<file path="src/rtl/regfile_scheduler.sv">
// regfile_scheduler
// Issue-side scheduler and write-port arbiter for a 32x32 register file with
// two registered read ports and one write port (x0 hardwired to zero).
// A per-register busy scoreboard holds issue on RAW and WAW hazards, read
// enables are pulsed on issue so operands appear one cycle later alongside
// ex_valid, and ALU/LSU writebacks share the single write port.
module regfile_scheduler #(
  parameter bit LSU_PRIORITY = 1'b1
) (
  input  logic        clk,
  input  logic        rst_n,
  // issue interface
  input  logic        issue_valid,
  output logic        issue_ready,
  input  logic [4:0]  issue_rs1,
  input  logic [4:0]  issue_rs2,
  input  logic [4:0]  issue_rd,
  input  logic        issue_use_rs1,
  input  logic        issue_use_rs2,
  input  logic        issue_writes_rd,
  // register file read ports
  output logic        operand_a_enable,
  output logic        operand_b_enable,
  output logic [4:0]  operand_a_addr,
  output logic [4:0]  operand_b_addr,
  // execute handshake
  output logic        ex_valid,
  input  logic        ex_ready,
  output logic [4:0]  ex_rd,
  // writeback requests
  input  logic        alu_wb_valid,
  output logic        alu_wb_ready,
  input  logic [4:0]  alu_wb_rd,
  input  logic [31:0] alu_wb_data,
  input  logic        lsu_wb_valid,
  output logic        lsu_wb_ready,
  input  logic [4:0]  lsu_wb_rd,
  input  logic [31:0] lsu_wb_data,
  // register file write port
  output logic        result_enable,
  output logic [4:0]  result_addr,
  output logic [31:0] result,
  // scoreboard occupancy
  output logic [5:0]  busy_count
);

  localparam int DATA_W = 32;
  localparam int REG_N  = 32;
  localparam int IDX_W  = 5;
  localparam int CNT_W  = 6;

  // Number of set bits in the scoreboard vector.
  function automatic logic [CNT_W-1:0] popcount(input logic [REG_N-1:0] v);
    logic [CNT_W-1:0] c;
    c = '0;
    for (int i = 0; i < REG_N; i++) begin
      c = c + CNT_W'(v[i]);
    end
    return c;
  endfunction

  // Scoreboard and execute-stage state. Bit 0 of busy is kept at zero so a
  // lookup with index 0 never reports a hazard.
  logic [REG_N-1:0] busy_q, busy_d;
  logic [CNT_W-1:0] busy_count_q, busy_count_d;
  logic             ex_valid_q, ex_valid_d;
  logic [IDX_W-1:0] ex_rd_q, ex_rd_d;

  logic              hazard;
  logic              issue_fire;
  logic              alu_grant;
  logic              lsu_grant;
  logic              wb_grant;
  logic [IDX_W-1:0]  wb_rd;
  logic [DATA_W-1:0] wb_data;

  // Hazard detection and issue handshake. Everything handed out is forced low
  // while reset is asserted so nothing fires against a cleared scoreboard.
  always_comb begin
    hazard = (issue_use_rs1   && busy_q[issue_rs1]) ||
             (issue_use_rs2   && busy_q[issue_rs2]) ||
             (issue_writes_rd && busy_q[issue_rd]);
    issue_ready      = rst_n && !hazard && (!ex_valid_q || ex_ready);
    issue_fire       = issue_valid && issue_ready;
    operand_a_enable = issue_fire && issue_use_rs1;
    operand_b_enable = issue_fire && issue_use_rs2;
    operand_a_addr   = issue_rs1;
    operand_b_addr   = issue_rs2;
  end

  // Write-port arbitration: one grant per cycle, conflicts resolved by
  // LSU_PRIORITY. A grant to x0 completes the handshake without writing.
  always_comb begin
    alu_grant = rst_n && alu_wb_valid && (!lsu_wb_valid || !LSU_PRIORITY);
    lsu_grant = rst_n && lsu_wb_valid && (!alu_wb_valid ||  LSU_PRIORITY);
    wb_grant  = alu_grant || lsu_grant;
    if (lsu_grant) begin
      wb_rd   = lsu_wb_rd;
      wb_data = lsu_wb_data;
    end else begin
      wb_rd   = alu_wb_rd;
      wb_data = alu_wb_data;
    end
    alu_wb_ready  = alu_grant;
    lsu_wb_ready  = lsu_grant;
    result_enable = wb_grant && (wb_rd != '0);
    result_addr   = wb_rd;
    result        = wb_data;
  end

  // Next-state for scoreboard and execute stage. The writeback clear is
  // applied after the issue set so it wins on the same index.
  always_comb begin
    busy_d = busy_q;
    if (issue_fire && issue_writes_rd && (issue_rd != '0)) begin
      busy_d[issue_rd] = 1'b1;
    end
    if (wb_grant) begin
      busy_d[wb_rd] = 1'b0;
    end
    busy_d[0] = 1'b0;
    busy_count_d = popcount(busy_d);

    ex_valid_d = ex_valid_q;
    ex_rd_d    = ex_rd_q;
    if (issue_fire) begin
      ex_valid_d = 1'b1;
      ex_rd_d    = issue_writes_rd ? issue_rd : '0;
    end else if (ex_valid_q && ex_ready) begin
      ex_valid_d = 1'b0;
      ex_rd_d    = '0;
    end
  end

  // State registers with asynchronous active-low reset.
  always_ff @(posedge clk or negedge rst_n) begin
    if (!rst_n) begin
      busy_q       <= '0;
      busy_count_q <= '0;
      ex_valid_q   <= 1'b0;
      ex_rd_q      <= '0;
    end else begin
      busy_q       <= busy_d;
      busy_count_q <= busy_count_d;
      ex_valid_q   <= ex_valid_d;
      ex_rd_q      <= ex_rd_d;
    end
  end

  assign ex_valid   = ex_valid_q;
  assign ex_rd      = ex_rd_q;
  assign busy_count = busy_count_q;

endmodule

</file>
<file path="config.mk">
export PLATFORM = sky130hd
export DESIGN_NAME = regfile_scheduler
export DESIGN_NICKNAME = d
export VERILOG_FILES = /design/src/rtl/regfile_scheduler.sv
export SDC_FILE = /design/constraint.sdc
export NUM_CORES = 1
export LEC_CHECK = 0
export ABC_AREA = 1
export CAP_MARGIN = 20
export CORE_MARGIN = 3
export CORE_UTILIZATION = 35
export CTS_CLUSTER_SIZE = 16
export DETAILED_ROUTE_END_ITERATION = 10
export MAX_ROUTING_LAYER = met4
export PLACE_DENSITY = 0.63
export SYNTH_ARGS = -nofsm -noshare
export SYNTH_HDL_FRONTEND = slang
export SYNTH_SLANG_ARGS = --single-unit
</file>
<file path="constraint.sdc">
create_clock -name clk -period 7.2 [get_ports clk]
set_input_delay 1.08 -clock clk [delete_from_list [all_inputs] [get_ports clk]]
set_output_delay 1.08 -clock clk [all_outputs]
set_load 0.03 [all_outputs]
</file>
==> summary.md <==
| Metric | Value |
|---|---|
| Total grt overflow | `0` |
| Fraction of the core area covered by cells at the end of the flow | `58.52%` |
| RD Place Congestion | `0.9954` |
| Fraction of the cycle the final worst path needs | `95.11%` |
| Post-Route WL | `17500 um` |
| Kind of start point of the critical path | `primary input` |
| Initial Util | `36.07%` |
| Std-Cell Core Area | `12110 um^2` |
| Via-to-Cell Ratio | `4.929` |
| Num CTS Buffers | `5` |
| Critical Path Sink Type | `register` |
| Worst setup skew after layout | `2.935 ps` |
| Pins Over Slew Limit | `0` |
| Height of the die | `117.7 um` |
| Pin count of the biggest net entering global routing | `27` |
| Critical path required time | `7380 ps` |
| Most common flop cell mapped by yosys | `sky130_fd_sc_hd__dfrtp_1` |
| Worst endpoint data arrival time | `7030 ps` |
| Remaining antenna violation count | `0` |
| Comb power frac | `84.6%` |
| Total global routing track utilization | `25.85%` |
| Antenna diode count | `0` |
| Async set or reset register ratio after synthesis | `100.0%` |
| Netlist Area Pre-Place | `4369 um^2` |
| Final setup violation count | `0` |
| Met2 global-route usage | `46.35%` |
| Routed length per placed instance | `15.66 um` |
| Final-report hold violation count | `0` |
| Setup_tns | `0 ps` |
| VDD IR max | `0.001651 V` |
| Synth Net Count | `836` |
| DRC violations left | `0` |
| Pin slew with the least headroom to its limit | `496.5 ps` |
| Clock slew at reported path FFs | `60 ps` |
| Top area cells in the synthesized netlist | `sky130_fd_sc_hd__dfrtp_1 25%, sky130_fd_sc_hd__nand2_1 25%, sky130_fd_sc_hd__fa_1 11%` |
| Switching Share | `47.96%` |
| Crit-path max FO | `9` |
| Port Buf Inserts | `162` |
| Power density over cell area | `690.7 nW/um^2` |
| Register bit count reported by yosys | `43` |
| Number of unique standard cell types used by synthesis | `31` |
| Relative area change from synthesis to final layout | `62.23%` |
| I/O Pins | `163` |
| Met1 capacity usage during global routing | `29.54%` |
| Type of the tightest min-delay check | `register to register` |
| Most Used Layer, Global Route | `met2` |
| Count of flip-flops with a built-in enable after synthesis | `0` |
| Internal Power | `0.002548 W` |
| Area occupied by multi-input gates | `2758 um^2` |
| First-pass GRT wire length | `28010 um` |
| Die width | `117.7 um` |
| Area taken by flip-flops and latches | `1076 um^2` |
| Library cell appearing most often on the critical path | `sky130_fd_sc_hd__fa_1` |
| Maximum buffer depth of the clock tree | `2` |
| Proportion of synthesized chip area in sequential cells | `24.63%` |
| HPWL reported at the end of detailed placement | `14220 um` |
| Max-slew headroom | `66.90%` |
| Hold Buf Count CTS | `0` |
| Met3 capacity usage during global routing | `3.700%` |
| Filler cell count in the final layout | `1207` |
| H-tree depth | `2` |
| Nets | `1076` |
| Power share of the sequential group | `9.8%` |
| Layout cells sized above 1 | `16.65%` |
| P_leak | `3.584 nW` |
| Clock network latency to the later pin of the worst-skew pair | `290 ps` |
| Clock tree root buffer cell | `sky130_fd_sc_hd__clkbuf_16` |
| Top achievable clock speed | `146.0 MHz` |
| Syn. warnings | `0` |
| Maximum Capacitance Violations | `0` |
| Delay of the slowest critical-path stage | `520 ps` |
| Net load switching power | `0.002348 W` |
| Post-layout instance area | `7088 um^2` |
| Clock net sink count | `43` |
| Area share of the leading cell type in the synthesized netlist | `24.63%` |
| Syn avg cell area | `6.171 um^2` |
| Length of the first detailed-routing pass in iterations | `5` |
| Critical Path Slowest Stage Cell | `sky130_fd_sc_hd__fa_1` |
| Clock share of power | `5.6%` |
| Crit Path Category | `primary input to register` |
| Core Rows | `40` |
| Min Tclk post-route | `6848 ps` |
| Status | `finished clean` |
| Cell count after synthesis | `708` |
| Vias in the first global route | `5473` |
| CTS tree | `done` |
| Largest area contributor in the synthesized netlist | `sky130_fd_sc_hd__dfrtp_1` |
| Vias after detailed routing | `5506` |
| Violation count after the first detailed-route iteration | `318` |
| Instance area after placement | `6668 um^2` |
| Die footprint | `13860 um^2` |
| Number of antenna violations at the first check in global routing | `0` |
-- power by group through the flow --
stage | combinational, W | clock [W] | sequential [W]
finish | 0.00414 | 0.000274 | 0.000479
global route | 0.00476 | 0.000285 | 0.000488
CTS | 0.00410 | 0.000274 | 0.000476
detailed placement | 0.00387 | 0 | 0.000477
global placement | 0.00375 | 0 | 0.000478
floorplan | 0.00262 | 0 | 0.000491
-- cell usage after synthesis, types with 2 or more instances --
cell type / instances
sky130_fd_sc_hd__xor2_1: 2
sky130_fd_sc_hd__or2_2: 4
sky130_fd_sc_hd__nand2_1: 286
sky130_fd_sc_hd__nor2_1: 49
sky130_fd_sc_hd__inv_2: 4
sky130_fd_sc_hd__nor3_1: 10
sky130_fd_sc_hd__inv_1: 101
sky130_fd_sc_hd__buf_1: 2
sky130_fd_sc_hd__nand3_1: 92
sky130_fd_sc_hd__buf_2: 6
sky130_fd_sc_hd__a21oi_1: 33
sky130_fd_sc_hd__buf_6: 5
sky130_fd_sc_hd__buf_4: 12
sky130_fd_sc_hd__o21ai_0: 10
sky130_fd_sc_hd__fa_1: 23
sky130_fd_sc_hd__ha_1: 7
sky130_fd_sc_hd__clkbuf_1: 6
sky130_fd_sc_hd__dfrtp_1: 43
-- placed cells by master, fill, tap and decap left out, types with 2 or more instances in the layout --
master	count
sky130_fd_sc_hd__nand3_2	5
sky130_fd_sc_hd__nor2_2	3
sky130_fd_sc_hd__inv_1	92
sky130_fd_sc_hd__a21oi_2	7
sky130_fd_sc_hd__o21ai_1	2
sky130_fd_sc_hd__nand2_2	4
sky130_fd_sc_hd__or2_2	4
sky130_fd_sc_hd__clkdlybuf4s50_1	150
sky130_fd_sc_hd__clkbuf_16	5
sky130_fd_sc_hd__fa_1	22
sky130_fd_sc_hd__dlygate4sd2_1	6
sky130_fd_sc_hd__nand3_1	87
sky130_fd_sc_hd__buf_12	3
sky130_fd_sc_hd__inv_4	4
sky130_fd_sc_hd__nor2_1	47
sky130_fd_sc_hd__buf_4	88
sky130_fd_sc_hd__ha_1	7
sky130_fd_sc_hd__dlymetal6s2s_1	4
sky130_fd_sc_hd__dfrtp_1	43
sky130_fd_sc_hd__buf_6	9
sky130_fd_sc_hd__a21oi_1	27
sky130_fd_sc_hd__o21ai_0	6
sky130_fd_sc_hd__clkinv_2	2
sky130_fd_sc_hd__o21ai_2	3
sky130_fd_sc_hd__xor2_1	2
sky130_fd_sc_hd__inv_2	9
sky130_fd_sc_hd__nand2_1	283
sky130_fd_sc_hd__buf_2	3
sky130_fd_sc_hd__nor3_1	9
-- repair_timing --
item | CTS | global route
setup buffers | 6 | 6
gates resized for setup | 42 | 24
cloned | 1 | 1
setup endpoints to repair | 5 | 5
pin swaps | 5 | 15
-- cell type report --
class | instances | share of cell area, %
Inverter | 106 | 5.772
Multi-Input combinational cell | 527 | 38.91
Clock inverter | 2 | 0.4943
Clock buffer | 6 | 1.959
Sequential cell | 43 | 15.18
Timing Repair Buffer | 265 | 34.72
Tap cell | 168 | 2.966
-- layer usage --
layer	wire length, um	up-vias
met1	6760	2497
met4	612	0
met5	0	-
met2	8820	320
met3	1302	48
li1	-	2641
-- per-stage QoR --
stage	hold WS, ps	cells	total power, W	setup slack (ps)
6_report	486.3	1117	0.004896	352.1
5_1_grt	543.4	1117	0.005531	-11.61
4_1_cts	492.8	1110	0.004848	1.085
3_5_place_dp	477.2	1095	0.004344	-564.4
3_3_place_gp	468.3	1095	0.004232	-419.4
2_1_floorplan	548.0	708	0.003110	305.9
-- logic make-up (layout without fill, tap and decap cells) --
family	after synthesis	count (layout)	synth area share (%)
xor gates and xnor gates	3	3	0.6015
adders and majority gates	30	30	12.54
AOI/OAI and AO/OA	48	48	5.756
DFF	43	43	24.63
buffers and inverters	138	379	14.17
and+or+nand+nor	445	445	42.07
muxes	1	1	0.2291
-- path summary, 6_finish.rpt --
path / start / end / slack, ps / cells past startpoint
worst max-delay path: issue_rs1[0] / busy_count[5] / 350 / 32
worst min-delay path: ex_rd[4] / ex_rd[4] / 490 / 2
worst max register to register: busy_q[12] / busy_count[5] / 1070 / 31
worst min register to register: ex_rd[4] / ex_rd[4] / 490 / 2
max in group asynchronous: rst_n / busy_q[8] / 5840 / 3
min in group asynchronous: rst_n / busy_q[27] / 790 / 2
-- state kept, by name, summed over array words and instances, names as in the netlist --
signal	count
busy_q	31
busy_count	6
ex_rd	5
ex_valid	1
-- critical path: cells and delay by family --
family,cells,cell delay [ps]
fa+ha+maj,7,3360
simple gates,14,1190
buf+inv,9,1030
compound gates,2,370
Note: power is estimated with default switching activity, not from simulation.
